$ cat src/rtl/multicycle_ctrl.sv
// rtl/multicycle_ctrl.sv - multicycle MIPS-subset control FSM with memory-wait timeout
// Outputs are pure decode of the current state (plus zero/mem_ready where noted).
module multicycle_ctrl #(
  parameter int unsigned TIMEOUT = 15
) (
  input  logic       clk,
  input  logic       rst_n,
  input  logic [5:0] opcode,
  input  logic [5:0] func,
  input  logic       zero,
  input  logic       mem_ready,
  output logic       pc_write,
  output logic       ir_write,
  output logic       iord,
  output logic       mem_read,
  output logic       mem_write,
  output logic       mem2reg,
  output logic       regdst,
  output logic       regwrite,
  output logic       alusrc_a,
  output logic [1:0] alusrc_b,
  output logic       extop,
  output logic [1:0] pc_source,
  output logic [3:0] aluop,
  output logic       instr_done,
  output logic       err,
  output logic [3:0] state
);

  typedef enum logic [3:0] {
    S_FETCH  = 4'd0,
    S_DECODE = 4'd1,
    S_MEMADR = 4'd2,
    S_MEMRD  = 4'd3,
    S_MEMWB  = 4'd4,
    S_MEMWR  = 4'd5,
    S_REXEC  = 4'd6,
    S_RWB    = 4'd7,
    S_BRANCH = 4'd8,
    S_ERR    = 4'd9
  } state_t;

  localparam logic [5:0] OP_RTYPE = 6'b000000;
  localparam logic [5:0] OP_LW    = 6'b100011;
  localparam logic [5:0] OP_SW    = 6'b101011;
  localparam logic [5:0] OP_BEQ   = 6'b000100;
  localparam logic [7:0] WAIT_LAST = 8'(TIMEOUT - 1);

  state_t     r_state;
  state_t     w_next;
  logic [7:0] r_wait;
  logic       w_mem_wait;
  logic       w_timeout;
  logic       w_rfunc_ok;
  logic [3:0] w_rfunc_aluop;

  always_comb begin
    w_rfunc_ok    = 1'b1;
    w_rfunc_aluop = 4'b1111;
    case (func)
      6'b100000: w_rfunc_aluop = 4'b0010;
      6'b100010: w_rfunc_aluop = 4'b0110;
      6'b100100: w_rfunc_aluop = 4'b0000;
      6'b100101: w_rfunc_aluop = 4'b0001;
      6'b101010: w_rfunc_aluop = 4'b0111;
      default:   w_rfunc_ok    = 1'b0;
    endcase
  end

  // mem_ready takes priority: a timeout only fires on a cycle that is still waiting
  assign w_mem_wait = ((r_state == S_FETCH) || (r_state == S_MEMRD) || (r_state == S_MEMWR)) && !mem_ready;
  assign w_timeout  = w_mem_wait && (r_wait == WAIT_LAST);

  always_comb begin
    w_next = r_state;
    case (r_state)
      S_FETCH:  if (mem_ready) w_next = S_DECODE;
      S_DECODE: begin
        case (opcode)
          OP_LW, OP_SW: w_next = S_MEMADR;
          OP_RTYPE:     w_next = w_rfunc_ok ? S_REXEC : S_ERR;
          OP_BEQ:       w_next = S_BRANCH;
          default:      w_next = S_ERR;
        endcase
      end
      S_MEMADR: w_next = (opcode == OP_LW) ? S_MEMRD : S_MEMWR;
      S_MEMRD:  if (mem_ready) w_next = S_MEMWB;
      S_MEMWB:  w_next = S_FETCH;
      S_MEMWR:  if (mem_ready) w_next = S_FETCH;
      S_REXEC:  w_next = S_RWB;
      S_RWB:    w_next = S_FETCH;
      S_BRANCH: w_next = S_FETCH;
      S_ERR:    w_next = S_ERR;
      default:  w_next = S_ERR;
    endcase
    if (w_timeout) w_next = S_ERR;
  end

  always_ff @(posedge clk or negedge rst_n) begin
    if (!rst_n) begin
      r_state <= S_FETCH;
      r_wait  <= 8'd0;
    end else begin
      r_state <= w_next;
      if (w_next != r_state) r_wait <= 8'd0;
      else if (w_mem_wait)   r_wait <= r_wait + 8'd1;
    end
  end

  always_comb begin
    pc_write   = 1'b0;
    ir_write   = 1'b0;
    iord       = 1'b0;
    mem_read   = 1'b0;
    mem_write  = 1'b0;
    mem2reg    = 1'b0;
    regdst     = 1'b0;
    regwrite   = 1'b0;
    alusrc_a   = 1'b0;
    alusrc_b   = 2'b00;
    extop      = 1'b0;
    pc_source  = 2'b00;
    aluop      = 4'b1111;
    instr_done = 1'b0;
    err        = 1'b0;
    case (r_state)
      S_FETCH: begin
        mem_read = 1'b1;
        alusrc_b = 2'b01;
        aluop    = 4'b0010;
        // No PC/IR load may escape while reset is held
        ir_write = mem_ready & rst_n;
        pc_write = mem_ready & rst_n;
      end
      S_DECODE: begin
        alusrc_b = 2'b11;
        extop    = 1'b1;
        aluop    = 4'b0010;
      end
      S_MEMADR: begin
        alusrc_a = 1'b1;
        alusrc_b = 2'b10;
        extop    = 1'b1;
        aluop    = 4'b0010;
      end
      S_MEMRD: begin
        mem_read = 1'b1;
        iord     = 1'b1;
      end
      S_MEMWB: begin
        regwrite   = 1'b1;
        mem2reg    = 1'b1;
        instr_done = 1'b1;
      end
      S_MEMWR: begin
        mem_write  = 1'b1;
        iord       = 1'b1;
        instr_done = mem_ready;
      end
      S_REXEC: begin
        alusrc_a = 1'b1;
        aluop    = w_rfunc_aluop;
      end
      S_RWB: begin
        regwrite   = 1'b1;
        regdst     = 1'b1;
        instr_done = 1'b1;
      end
      S_BRANCH: begin
        alusrc_a   = 1'b1;
        aluop      = 4'b0110;
        pc_source  = 2'b01;
        pc_write   = zero;
        instr_done = 1'b1;
      end
      S_ERR:   err = 1'b1;
      default: err = 1'b1;
    endcase
  end

  assign state = r_state;

endmodule
$ cat config.mk
export PLATFORM = sky130hd
export DESIGN_NAME = multicycle_ctrl
export DESIGN_NICKNAME = d
export VERILOG_FILES = /design/src/rtl/multicycle_ctrl.sv
export SDC_FILE = /design/constraint.sdc
export NUM_CORES = 1
export LEC_CHECK = 0
export BUFFER_PORTS_ARGS = -buffer_cell sky130_fd_sc_hd__buf_4
export CAP_MARGIN = 30
export CORE_MARGIN = 1
export CORE_UTILIZATION = 44
export DETAILED_ROUTE_END_ITERATION = 8
export PLACE_DENSITY = 0.86
export SLEW_MARGIN = 20
export SYNTH_ARGS = -nofsm -noshare
export SYNTH_HDL_FRONTEND = slang
export SYNTH_SLANG_ARGS = --single-unit
$ cat constraint.sdc
create_clock -name clk -period 1.5 [get_ports clk]
set_clock_uncertainty 0.05 [all_clocks]
set_input_delay 0.075 -clock clk [delete_from_list [all_inputs] [get_ports clk]]
set_output_delay 0.075 -clock clk [all_outputs]
set_load 0.05 [all_outputs]
==> impl_metrics.json, run 1 <==
{
  "synth_nets": 150,
  "error_line": "[ERROR DPL-0038] Utilization greater than 100%, impossible to legalize",
  "ys.flop_type": "dfrtp_1",
  "grt-worst-endpoint": "r_wait[3]$_DFFE_PN0P_/D",
  "root_buffer": "clkbuf_4",
  "ys_seq_elements": 12,
  "status": "stopped before the end",
  "postSynth.asyncResetShare_pct": 100,
  "synth.cells.most_frequent": "nor2_1, dfrtp_1, a21oi_1",
  "seq_area_frac_synth_pct": 28.3,
  "synth_area_um2": 1060,
  "yosysMostFrequentCell": "nor2_1",
  "ios": 40,
  "rows": 17,
  "dp_hpwl_um": 2450,
  "synth_area_per_cell_um2": 8.03,
  "synth_edf_count": 0,
  "synthCells": 132,
  "synth.area.top_cells": "dfrtp_1, nor2_1, xor2_1, a21oi_1, nand2b_1",
  "haltStage": "5_1_grt",
  "cts_buffer_depth": 2,
  "cts_made_buffers": 3,
  "initial_utilization_pct": 47.5,
  "die_y_um": 51.1,
  "cts.sink_count": 12,
  "ys_warn_count": 0,
  "placed_area_um2": 1690,
  "die_width_um": 51.1,
  "htreeDepth": 1,
  "yosysUniqueCellTypes": 49,
  "io_buffer_count": 38,
  "synth_top_cell_by_area": "dfrtp_1",
  "worst_path_end_type": "sequential cell input",
  "routabilityCongestion": 0.846,
  "synth_top_area_share_pct": 28.3,
  "grt_max_degree": 14
}
[kinds of logic after synthesis]
logic type / Yosys count / synth area share (%)
AO/OA/AOI/OAI: 28 / 19.7
XOR/XNOR: 9 / 7.44
adder cells (fa/ha/maj): 3 / 3.31
flip-flops: 12 / 28.3
multiplexers: 1 / 1.06
other: 1 / 0.354
buffers and inverters: 11 / 5.67
AND/OR/NAND/NOR: 67 / 34.1
[what timing repair did]
item                       4_1_cts
pin swaps                       19
resized for setup               68
gates cloned                     1
hold endpoints to repair        12
setup endpoints to repair       29
hold buffers                     1
buffers inserted                15
[metrics by stage]
step	util [%]	setup slack, ns	std cells
4_1_cts	95.8	-0.244	233
2_1_floorplan	-	-0.387	132
3_3_place_gp	75.9	-0.0841	212
3_5_place_dp	75.9	-0.137	212
==> inputs of run 2 (changes only) <==
Settings changed: CORE_AREA from default to 2 2 63 65, CORE_MARGIN 1 to default, CORE_UTILIZATION 44 to default, DIE_AREA from default to 0 0 65 67, PLACE_DENSITY 0.86 to default, PLACE_DENSITY_LB_ADDON from default to 0.15.
Clock period 1.5 ns to 2 ns, I/O delays scaled along.
==> impl_metrics.json, run 2 <==
{
  "status": "finished clean",
  "synth_nets": 150,
  "synth_top_cell_by_area": "dfrtp_1",
  "seq_area_frac_synth_pct": 28.3,
  "timing_hold_violations_final": 0,
  "clk_pin_slew_ns": 0.05,
  "synth_area_per_cell_um2": 8.03,
  "io_buffer_count": 38,
  "synth_top_area_share_pct": 28.3,
  "timing.hold.ws_ns": 0.124,
  "routabilityCongestion": 0.857,
  "synth.cells.most_frequent": "nor2_1, dfrtp_1, a21oi_1",
  "hp-start": "opcode[2]",
  "cp-endpoint": "aluop[2]",
  "layout_setup_ws_ns": 0.124,
  "startpoint": "state[1]",
  "grt_usage_pct": 14.2,
  "worstPathArrival_ns": 1.73,
  "ff2ff_setup_slack_ns": 0.27,
  "final_cell_mix": "buf_4, nor2_1, dfrtp_1",
  "drt_iter0_drc": 31,
  "rsz0062_at_grt": "no",
  "min_period_ns": 1.88,
  "synthCells": 132,
  "ys_seq_elements": 12,
  "layout_commonest_cell": "buf_4",
  "max_freq_ghz": 0.533,
  "vias_per_cell": 4.88,
  "finalNonFillerCells": 220,
  "maxSlewViolCount": 0,
  "wl_per_cell_um": 12.9,
  "root_buffer": "clkbuf_8",
  "die-area_um2": 4360,
  "rows": 22,
  "r2r-end": "state[0]",
  "grt_pass1_vias": 1041,
  "syn_to_final_growth_pct": 42.9,
  "rr_startpoint": "state[1]",
  "ys_warn_count": 0,
  "worstSetupEndpointType": "output pin",
  "postSynth.asyncResetShare_pct": 100,
  "critPathKind": "flip-flop to output pin",
  "detail-route-antenna-nets": 0,
  "drcViolationCount": 0,
  "largest_register_ffs": 8,
  "post_cts_buffers": 0,
  "crit_required_ns": 1.85,
  "grt_max_degree": 16,
  "die_y_um": 67,
  "cp-start-kind": "flip-flop",
  "final_util_pct": 42.0,
  "ys.flop_type": "dfrtp_1",
  "dr.pass1.iters": 4,
  "power_density_nw_per_um2": 1380,
  "synth_edf_count": 0,
  "yosysUniqueCellTypes": 49,
  "dp_hpwl_um": 2280,
  "initial_utilization_pct": 29.4,
  "htreeDepth": 1,
  "cts_tree": "done",
  "nNetsFinal": 191,
  "path_max_fanout": 15,
  "cts.sink_count": 12,
  "yosysMostFrequentCell": "nor2_1",
  "final-setup-viol-count": 0,
  "largest_register": "r_wait",
  "drive_above_1_share_pct": 40.1,
  "synth_area_um2": 1060,
  "synth.area.top_cells": "dfrtp_1, nor2_1, xor2_1, a21oi_1, nand2b_1",
  "drt_wl_total_um": 2840,
  "place_inst": 215,
  "finalCritPeriodShare_pct": 93.8,
  "antenna_cells": 0,
  "worstRegToRegCells": 5,
  "gr-total-overflow": 0,
  "cts_made_buffers": 3,
  "cts_buffer_depth": 2,
  "ir_drop_mv": 0.670,
  "antenna_found_initial": 0,
  "grt_pass1_wl_um": 4840,
  "p_leak_nw": 0.666,
  "pre_cts_slack_ns": 0.258,
  "vias": 1074,
  "n_fill_cell": 384,
  "clkLatencyLatePin_ns": 0.24,
  "die_width_um": 65,
  "ios": 40,
  "coreArea_um2": 3610,
  "min_path_type": "input port to flip-flop",
  "maxCapViolCount": 0
}
run 2: how the worst min path moves through the flow:
stage	to	slack, ns	cells past startpoint
floorplan	r_wait[0]	-0.25	0
global placement	r_wait[1]	-0.1	1
detailed placement	r_wait[1]	-0.1	1
CTS	state[3]	0.11	3
global route	state[3]	0.15	3
finish	state[3]	0.12	3
run 2: layer usage:
layer	global-route usage, %	vias to the layer above	share of wire (%)
li1	-	547	-
met1	16.8	500	43
met2	25.5	25	54
met3	2.87	2	3.3
met4	4.79	0	0.35
met5	0	-	0
run 2: kinds of logic after synthesis:
family / count (synthesis) / share of synthesized area (%)
fa+ha+maj: 3 / 3.31
xor+xnor: 9 / 7.44
mux: 1 / 1.06
other cells: 1 / 0.354
compound gates: 28 / 19.7
simple gates: 67 / 34.1
buf+inv: 11 / 5.67
flops: 12 / 28.3
run 2: through the flow:
stage	TNS (ns)	instance area (um2)	power, mW
2_1_floorplan	-0.274	1110	1.43
3_3_place_gp	0	1440	1.83
3_5_place_dp	0	1440	1.83
4_1_cts	0	1510	2.11
5_1_grt	0	1510	2.23
6_report	0	1510	2.09
run 2: layout make-up:
class                      instances  area (um2)  area share [%]
multi-input combinational        109         751            49.6
timing repair buffer              44         333            22.0
clock buffer                       4        55.1            3.64
tap                               48        60.1            3.97
inverter                           3        11.3           0.744
sequential                        12         304            20.1
run 2: power by group:
group	switching (mW)	leakage [nW]	internal, mW
Sequential	0.0945	0.158	0.280
Clock	0.0908	0.0288	0.174
Combinational	0.960	0.479	0.491
Total	1.14	0.666	0.944
run 2: critical path, cell delays in order, from the launching register on:
cell and delay [ns]:
dfrtp_2 0.50, or2_1 0.30, buf_4 0.18, nor2_4 0.13
a41oi_1 0.06, o21ai_1 0.10, buf_4 0.21
run 2: repair_timing:
action                                 4_1_cts  5_1_grt
endpoints found under the hold margin       12        0
gates resized for setup                      0        3
setup endpoints to repair                    0        3
hold buffers                                 1        0
(Power assumes the default switching activity.)
==> inputs of run 3 (changes only) <==
Settings changed: CTS_BUF_LIST from default to sky130_fd_sc_hd__clkbuf_8 sky130_fd_sc_hd__clkbuf_16, TNS_END_PERCENT from default to 10.
==> impl_metrics.json, run 3 (same netlist as run 2, synthesis figures left out) <==
{
  "crit_required_ns": 1.85,
  "n_fill_cell": 377,
  "root_buffer": "clkbuf_8",
  "maxCapViolCount": 0,
  "min_period_ns": 1.86,
  "htreeDepth": 1,
  "final_util_pct": 41.1,
  "cts_buffer_depth": 2,
  "vias_per_cell": 5.05,
  "initial_utilization_pct": 29.4,
  "dr.pass1.iters": 4,
  "nNetsFinal": 190,
  "die-area_um2": 4360,
  "path_max_fanout": 11,
  "antenna_found_initial": 0,
  "syn_to_final_growth_pct": 39.9,
  "cts.sink_count": 12,
  "drcViolationCount": 0,
  "drive_above_1_share_pct": 36.3,
  "rows": 22,
  "hp-start": "opcode[2]",
  "coreArea_um2": 3610,
  "finalNonFillerCells": 219,
  "clkLatencyLatePin_ns": 0.24,
  "rsz0062_at_grt": "no",
  "ff2ff_setup_slack_ns": 0.19,
  "die_y_um": 67,
  "final_cell_mix": "buf_4, nor2_1, dfrtp_1",
  "grt_usage_pct": 13.5,
  "r2r-end": "state[0]",
  "ir_drop_mv": 0.595,
  "status": "finished clean",
  "grt_pass1_wl_um": 4690,
  "worstRegToRegCells": 4,
  "clk_pin_slew_ns": 0.05,
  "p_seq_share_pct": 18.9,
  "power_density_nw_per_um2": 1370,
  "max_freq_ghz": 0.537,
  "cts_tree": "done",
  "critPathKind": "flip-flop to output pin",
  "seqCellArea_um2": 304,
  "multi_input_comb_area_um2": 723,
  "maxSlewViolCount": 0,
  "holdPathEnd": "state[3]",
  "routabilityCongestion": 0.790,
  "largest_register": "r_wait",
  "gr-total-overflow": 0,
  "pwr-share-clk_pct": 13.1,
  "switching_share_pct": 55.3,
  "grt_pass1_vias": 1037,
  "final-setup-viol-count": 0,
  "place_inst": 214,
  "p_leak_nw": 0.664,
  "power_switching_mw": 1.13,
  "drt_wl_total_um": 2790,
  "io_buffer_count": 38,
  "p_int_uw": 909,
  "cts_made_buffers": 3,
  "antenna_cells": 0,
  "finalCritPeriodShare_pct": 93.1,
  "layout_commonest_cell": "buf_4",
  "wl_per_cell_um": 12.7,
  "ios": 40,
  "cp-start-kind": "flip-flop",
  "grt_max_degree": 15,
  "min_path_type": "input port to flip-flop",
  "dp_hpwl_um": 2180,
  "largest_register_ffs": 8,
  "post_cts_buffers": 0,
  "worstPathArrival_ns": 1.71,
  "detail-route-antenna-nets": 0,
  "rr_startpoint": "state[1]",
  "worstSetupEndpointType": "output pin",
  "hold_depth": 3,
  "pwr-share-comb_pct": 68.0,
  "p_total_mw": 2.03,
  "die_width_um": 65,
  "vias": 1105,
  "drt_iter0_drc": 53,
  "timing_hold_violations_final": 0
}
-- run 3: cell types whose count changed in the layout (fill, tap and decap cells not counted), moves of 2 or more --
cell      delta
a21boi_1     +2
a21boi_2     -2
buf_4        -2
nor2_4       -2
-- run 3: per-layer routing --
metal  share of wire (%)  GRT usage (%)  wire length, um
met5                   0              0                0
met4                0.61           3.99               17
met3                 5.3           2.53              149
met2                  47           21.1             1310
met1                  47           18.8             1310
-- run 3: final cells by class --
class | count | share of cell area (%)
inverters | 3 | 0.759
clock buffers | 4 | 3.71
flip-flops and latches | 12 | 20.5
well taps | 48 | 4.05
repair buffers | 43 | 22.2
multi-input cells | 109 | 48.8
-- run 3: worst max path at each step --
stage          depth (start not counted)         to     start
6_report                               6   aluop[2]  state[0]
3_3_place_gp                           4  r_wait[1]  state[1]
4_1_cts                                6   aluop[2]  state[0]
5_1_grt                                6   aluop[2]  state[0]
2_1_floorplan                          5   aluop[2]  state[0]
3_5_place_dp                           5   state[1]  state[2]
-- run 3: critical path: stages (launching register included) --
cell and delay (ns):
dfrtp_2 0.48, buf_4 0.18, nand2b_1 0.21, nor2_2 0.18, a41oi_1 0.13, o21ai_1 0.12, buf_6 0.18
-- run 3: through the flow --
stage	hold WS [ns]	worst slack, ns	instance area [um2]	TNS [ns]
after global routing	0.166	0.0191	1480	0
after detailed placement	-0.0967	0.170	1400	0
after floorplan	-0.246	-0.286	1070	-1.55
after CTS	0.117	0.0166	1460	0
final	0.124	0.138	1480	0
after global placement	-0.0999	0.161	1400	0
-- run 3: power groups by stage --
stage          clock [mW]  combinational (mW)  sequential [mW]
3_5_place_dp            0                1.37            0.378
5_1_grt             0.284                1.48            0.397
2_1_floorplan           0               0.981            0.395
4_1_cts             0.271                1.38            0.377
6_report            0.266                1.38            0.385
3_3_place_gp            0                1.38            0.370
-- run 3: what timing repair did --
item | in CTS | in global routing
hold buffers | 1 | 0
pin swaps | 0 | 1
endpoints found under the setup margin | 1 | 8
resized for setup | 1 | 7
endpoints found under the hold margin | 12 | 0
